--- src/rtl/led_pkg.sv ---
// Shared sizes, types and the PWM gate used by the LED stretcher block.
package led_pkg;

    localparam int NUM_LEDS = 8;
    localparam int PWM_W    = 8;
    localparam int CNT_W    = 8;

    typedef logic [NUM_LEDS-1:0] led_vec_t;

    // Full brightness bypasses the compare so 255 gives a solid, flicker-free on.
    function automatic logic pwm_on(input logic [PWM_W-1:0] pwm,
                                    input logic [PWM_W-1:0] bright);
        return (bright == {PWM_W{1'b1}}) || (pwm < bright);
    endfunction

endpackage

--- src/rtl/led_stretch_chan.sv ---
// One LED channel: input synchronizer, tick-based stretch counter and registered active-low drive.
module led_stretch_chan
    import led_pkg::*;
#(
    parameter int STRETCH_TICKS = 50
) (
    input  logic             clock,
    input  logic             res,
    input  logic             led_i,
    input  logic             tick_i,
    input  logic [PWM_W-1:0] pwm_i,
    input  logic [PWM_W-1:0] bright_i,
    output logic             led_n_o
);

    logic             sync1_q;
    logic             sync2_q;
    logic [CNT_W-1:0] cnt_q;
    logic [CNT_W-1:0] cnt_d;
    logic             led_n_q;
    logic             active;
    logic             visible;

    always_comb begin
        // NOTE: default first so every path assigns cnt_d and no latch is inferred.
        cnt_d = cnt_q;
        if (sync2_q) begin
            cnt_d = CNT_W'(STRETCH_TICKS);
        end else if (tick_i && (cnt_q != '0)) begin
            cnt_d = cnt_q - CNT_W'(1);
        end
    end

    assign active  = sync2_q || (cnt_q != '0);
    assign visible = active && pwm_on(pwm_i, bright_i);

    always_ff @(posedge clock or posedge res) begin
        // NOTE: non-blocking assignments keep the synchronizer a true two-stage shift.
        if (res) begin
            sync1_q <= 1'b0;
            sync2_q <= 1'b0;
            cnt_q   <= '0;
            led_n_q <= 1'b1;
        end else begin
            sync1_q <= led_i;
            sync2_q <= sync1_q;
            cnt_q   <= cnt_d;
            led_n_q <= ~visible;
        end
    end

    assign led_n_o = led_n_q;

endmodule

--- src/rtl/led_stretch.sv ---
// Activity-LED stretcher: shared prescaler and PWM counter driving NUM_LEDS independent channels.
module led_stretch
    import led_pkg::*;
#(
    parameter int TICK_DIV      = 160000,
    parameter int STRETCH_TICKS = 50
) (
    input  logic                clock,
    input  logic                res,
    input  logic [NUM_LEDS-1:0] cog_led,
    input  logic [PWM_W-1:0]    bright,
    output logic [NUM_LEDS-1:0] led_n
);

    localparam int PW = $clog2(TICK_DIV);

    logic [PW-1:0]    presc_q;
    logic [PW-1:0]    presc_d;
    logic [PWM_W-1:0] pwm_q;
    logic             tick;

    assign tick    = (presc_q == PW'(TICK_DIV - 1));
    assign presc_d = tick ? '0 : presc_q + PW'(1);

    always_ff @(posedge clock or posedge res) begin
        if (res) begin
            presc_q <= '0;
            pwm_q   <= '0;
        end else begin
            presc_q <= presc_d;
            pwm_q   <= pwm_q + PWM_W'(1);
        end
    end

    for (genvar i = 0; i < NUM_LEDS; i++) begin : g_chan
        led_stretch_chan #(
            .STRETCH_TICKS(STRETCH_TICKS)
        ) u_chan (
            .clock   (clock),
            .res     (res),
            .led_i   (cog_led[i]),
            .tick_i  (tick),
            .pwm_i   (pwm_q),
            .bright_i(bright),
            .led_n_o (led_n[i])
        );
    end

endmodule

--- config.mk ---
export PLATFORM = sky130hd
export DESIGN_NAME = led_stretch
export DESIGN_NICKNAME = d
export VERILOG_FILES = /design/src/rtl/led_pkg.sv /design/src/rtl/led_stretch_chan.sv /design/src/rtl/led_stretch.sv
export SDC_FILE = /design/constraint.sdc
export NUM_CORES = 1
export LEC_CHECK = 0
export BUFFER_PORTS_ARGS = -buffer_cell sky130_fd_sc_hd__buf_2
export CAP_MARGIN = 10
export CORE_ASPECT_RATIO = 1.5
export CORE_MARGIN = 4
export CORE_UTILIZATION = 55
export CTS_CLUSTER_SIZE = 25
export DETAILED_ROUTE_END_ITERATION = 7
export PLACE_DENSITY = 0.73
export SETUP_SLACK_MARGIN = 0.3
export SYNTH_ARGS = -nofsm -noshare
export SYNTH_HDL_FRONTEND = slang
export SYNTH_SLANG_ARGS = --single-unit
export TNS_END_PERCENT = 100
--- constraint.sdc ---
create_clock -name clock -period 8.3 [get_ports clock]
set_clock_uncertainty 0.2 [all_clocks]
set_input_delay 0 -clock clock [delete_from_list [all_inputs] [get_ports clock]]
set_output_delay 0 -clock clock [all_outputs]
set_load 0.1 [all_outputs]
# After elaboration in Yosys (flattened, before gate mapping)
# Index checks and enable logic that the tools add are counted.
dict set report totals {
  register_bits 114
  output_inout_bits 8
  word_cells 113
}
dict set report classes {
  n_addsub 10
  n_lt_le_gt_ge 1
  n_eq_ne 2
  muxes 17
  bitwise_logic 8
  reduce_logical 41
}
# cell count
set ops {}
lappend ops {{$mux 8} 16}
lappend ops {{$reduce_bool 8->1} 8}
lappend ops {{$sub 8x1->8 const B} 8}
lappend ops {{$add 18x1->18 const B} 1}
lappend ops {{$eq 18x18->1 const B} 1}
lappend ops {{$mux 18} 1}
lappend ops {{$logic_and 1x1->1} 16}
lappend ops {{$reduce_bool 2->1} 8}
lappend ops {{$logic_or 1x1->1} 9}
lappend ops {{$add 8x1->8 const B} 1}
lappend ops {{$eq 8x8->1 const B} 1}
lappend ops {{$lt 8x8->1} 1}
lappend ops {{$not 1->1} 8}

# Depth between registers and ports, before layout
dict set report logic_depth {
  ltp_word 4
  mapped_depth 8
  depth_no_buf 7
}

# Hierarchy
# Synthesis repeated with hierarchy kept, for this count alone.
dict set report unflattened {
  hier_cells 753
  area_unflattened_um2 7397.1
}
# mod instances cells_each area_per_inst_um2
set modules_own_cells {}
lappend modules_own_cells {led_stretch_chan 8 81 778.2}
lappend modules_own_cells {led_stretch 1 105 1171.1}

# Worst setup path after synthesis
# Ideal clock, no wire load.
dict set report synth_path {
  kind {register to register}
  start {register presc_q[8]}
  end {register g_chan[4].u_chan.cnt_q[5]}
  t_arrival_ns 2.314
  t_required_ns 7.969
  slack_ns 5.655
  stages_incl_launch_ff 6
  path_buffers 0
  path_cell_list {dfrtp_1 > or4b_4 > nor4_4 > nand3_2 > o31a_1 > or3_1}
}
dict set report synth_between {
  elab_chain_len 3
}
# element line
set synth_rtl {}
lappend synth_rtl {{start: declaration} led_stretch.sv:17} ;# logic [PW-1:0] presc_q;
lappend synth_rtl {{start signal: assignment} led_stretch.sv:30} ;# presc_q <= presc_d;
lappend synth_rtl {{$eq 18x18->1} led_stretch.sv:22} ;# assign tick = (presc_q == PW'(TICK_DIV - 1));
lappend synth_rtl {{$logic_and 1x1->1} led_stretch_chan.sv:29} ;# end else if (tick_i && (cnt_q != '0)) begin
lappend synth_rtl {{$reduce_bool 2->1 (no source line)} -}
lappend synth_rtl {{end signal: assignment} led_stretch_chan.sv:47} ;# cnt_q <= cnt_d;
lappend synth_rtl {{end: declaration} led_stretch_chan.sv:18} ;# logic [CNT_W-1:0] cnt_q;
# No other way between the ends.
# A chain may end at the register's enable or synchronous reset.

# Worst setup path after layout
dict set report layout_path {
  start {register presc_q[15]}
  end {register g_chan[7].u_chan.cnt_q[4]}
}
dict set report layout_between {
  elab_chain_len 3
}
# element line
set layout_rtl {}
lappend layout_rtl {{$eq 18x18->1} led_stretch.sv:22}
lappend layout_rtl {{$logic_and 1x1->1} led_stretch_chan.sv:29}
lappend layout_rtl {{$reduce_bool 2->1 (no source line)} -}
lappend layout_rtl {{end signal: assignment} led_stretch_chan.sv:47}
lappend layout_rtl {{end: declaration} led_stretch_chan.sv:18}
# No other way between the ends.

==> impl_metrics.py <==
metrics = {
    "clocking": {
        "cts_buffer_depth": 2,
        "htree_levels": 4,
        "path_clk_slew_ns": 0.05,
        "cts.repair.resized": 0,
        "cts_made_buffers": 17,
        "cts_setup_buffers": 0,
        "cts_tree": "done",
        "cts_root_buf": "clkbuf_16",
        "clkLatencyLatePin_ns": 0.41,
        "cts_hold_buffers": 9,
        "cts_sinks": 114,
    },
    "placement": {
        "port_buffers": 25,
        "dp_hpwl_um": 7450,
        "gp_congestion": 0.866,
        "place_area_um2": 5790,
        "dp.cells": 660,
    },
    "global_route": {
        "antenna_found_initial": 0,
        "grt_pass1_wl_um": 19600,
        "grt_max_degree": 65,
        "first_global_vias": 4388,
        "grt_use_total_pct": 20.0,
        "overflow": 0,
    },
    "final_layout": {
        "diodes": 0,
        "final_cell_mix": "dfrtp_1 (106), nor2_1 (59), xor2_1 (30)",
        "drive_gt1_share_pct": 13.0,
        "final_common_cell": "dfrtp_1",
        "area_growth_pct": 14.2,
        "finalNonFillerCells": 701,
        "fin_area_um2": 6410,
        "layout.nets": 616,
    },
    "critical_path": {
        "ff2ff_setup_slack_ns": 5.16,
        "r2r-start": "presc_q[15]",
        "critPathCaptureType": "flop",
        "regToRegEndpoint": "g_chan[7].u_chan.cnt_q[4]",
        "arrival_ns": 3.23,
        "path_max_fanout": 27,
        "cp-start-kind": "flop",
        "cp.required_ns": 8.39,
        "critPathKind": "reg2reg",
        "r2r_cells": 6,
    },
    "timing": {
        "rsz0062_at_grt": "no",
        "final-max-slew-violation-count": 0,
        "max_freq_ghz": 0.319,
        "min_period_ns": 3.14,
        "worst_pin_slew_ns": 1.13,
        "finalSetupTns_ns": 0,
        "setup_viol": 0,
        "period_share_pct": 37.8,
        "slew_headroom_pct": 24.9,
        "hold_violations": 0,
    },
    "drt": {
        "num_vias": 4147,
        "ant_nets": 0,
        "routed_wl_um": 11100,
        "dr.pass1.iters": 5,
        "drt_iter0_markers": 187,
        "drc": 0,
        "vias_per_cell": 5.92,
        "wire_per_inst_um": 15.9,
    },
    "floorplanning": {
        "io_pins": 26,
        "start_util_pct": 57.0,
        "core_um2": 9850,
        "die_y_um": 132,
        "die_x_um": 90.5,
        "dieArea_um2": 11900,
        "rows": 44,
    },
    "pwr": {
        "p_leak_uw": 0.00278,
        "cellPowerDensity_nw_per_um2": 196,
        "power.ir.vdd_worst_uv": 155,
    },
    "min_path": {
        "hold_class": "in2reg",
        "hold_start": "cog_led[2]",
        "hold_path_end": "g_chan[2].u_chan.sync1_q",
        "min_path_cells": 2,
    },
    "synth": {
        "synth_cell_type_count": 50,
        "synth_top_area_share_pct": 47.2,
        "synth.area.top_cells": "dfrtp_1 (47%), ha_1 (5.6%), xor2_1 (4.7%)",
        "postSynthCellCount": 539,
        "ys_ff_latch": 114,
        "avgSynthCellArea_um2": 10.4,
        "synth-edff-count": 0,
        "synthFlopType": "dfrtp_1",
        "synthesis.area_um2": 5620,
        "yosysSeqAreaShare_pct": 51.0,
        "yosys.area.top_type": "dfrtp_1",
        "yosysWarnings": 0,
        "async_flop_share_pct": 100,
        "synth_nets": 582,
    },
    "status": {
        "status": "complete, no violations",
    },
    "run": {
        "drv_cap": 0,
    },
}
[cell usage after synthesis, types with 6 or more instances]
library cell,number
dfstp_2,8
dfrtp_1,106
nand2_1,17
nor3_1,19
nor4_1,15
o21ai_0,17
a211o_1,6
nand3_1,21
or4_1,11
xor2_1,30
buf_4,9
and2_1,6
or3_1,17
buf_1,6
inv_1,28
xnor2_1,20
a21oi_1,16
nand4_1,28
nor2_1,60
mux2i_1,7
ha_1,25
[worst max-delay path: stages (launching register included)]
cell and delay, ns:
dfrtp_1 0.40, or4b_1 0.64, nor4_4 0.28, buf_4 0.33
and2_1 0.59, nand3_1 0.18, a221o_1 0.38
[registers in the layout, summed over array words and instances, names as in the netlist]
register / count
g_chan.u_chan.led_n_o: 8
g_chan.u_chan.cnt_q: 64
pwm_q: 8
g_chan.u_chan.sync1_q: 8
presc_q: 18
g_chan.u_chan.sync2_q: 8
[logic make-up after synthesis]
kind of cell	after synthesis	synth area share, %
buffers and inverters	50	4.01
flip-flops	114	51.0
XOR/XNOR	50	7.80
adder cells (fa/ha/maj)	25	5.57
AO/OA/AOI/OAI	57	6.40
AND/OR/NAND/NOR	236	24.0
multiplexers	7	1.25
[layer usage]
metal | vias to the layer above | global-route usage [%] | part of all wire [%] | wire length, µm
li1 | 1990 | - | - | -
met1 | 2050 | 22.2 | 40 | 4490
met2 | 86 | 35.4 | 54 | 6010
met3 | 21 | 5.65 | 3.6 | 402
met4 | 0 | 8.86 | 2.2 | 240
met5 | - | 0 | 0 | 0
[metrics by stage]
stage | utilization [%] | total power (µW) | hold WS, ns | worst slack, ns
floorplan | - | 614 | -0.169 | 5.10
global placement | 58.8 | 623 | -0.0922 | 5.33
detailed placement | 58.8 | 624 | -0.0907 | 5.22
CTS | 65.1 | 1270 | 0.0126 | 5.21
global route | 65.1 | 1310 | 0.0383 | 4.98
finish | 65.1 | 1260 | 0.0285 | 5.16
[where the power goes]
part           internal, µW  leakage (µW)  switching, µW
Combinational          10.4       0.00114           35.7
Sequential              565       0.00137           6.33
Clock                   408      0.000268            231
Total                   984       0.00278            273
[area by class of cell]
type,count,area [µm²]
flip-flops and latches,114,2860
repair buffers,37,238
fillers,761,3440
inverters,28,108
multi-input cells,375,2530
clock buffers,26,499
clock inverters,6,30.0
well taps,115,144
[worst max-delay path by stage]
stage                                 to   startpoint  cells after the start  slack, ns
2_1_floorplan  g_chan[0].u_chan.cnt_q[0]          res                      1       5.10
3_3_place_gp   g_chan[2].u_chan.cnt_q[4]   presc_q[8]                      6       5.33
3_5_place_dp   g_chan[7].u_chan.cnt_q[4]  presc_q[15]                      6       5.22
4_1_cts        g_chan[7].u_chan.cnt_q[4]  presc_q[15]                      6       5.21
5_1_grt        g_chan[7].u_chan.cnt_q[4]  presc_q[15]                      6       4.98
6_report       g_chan[7].u_chan.cnt_q[4]  presc_q[15]                      6       5.16
No activity file was read; power rests on OpenSTA's default activity.
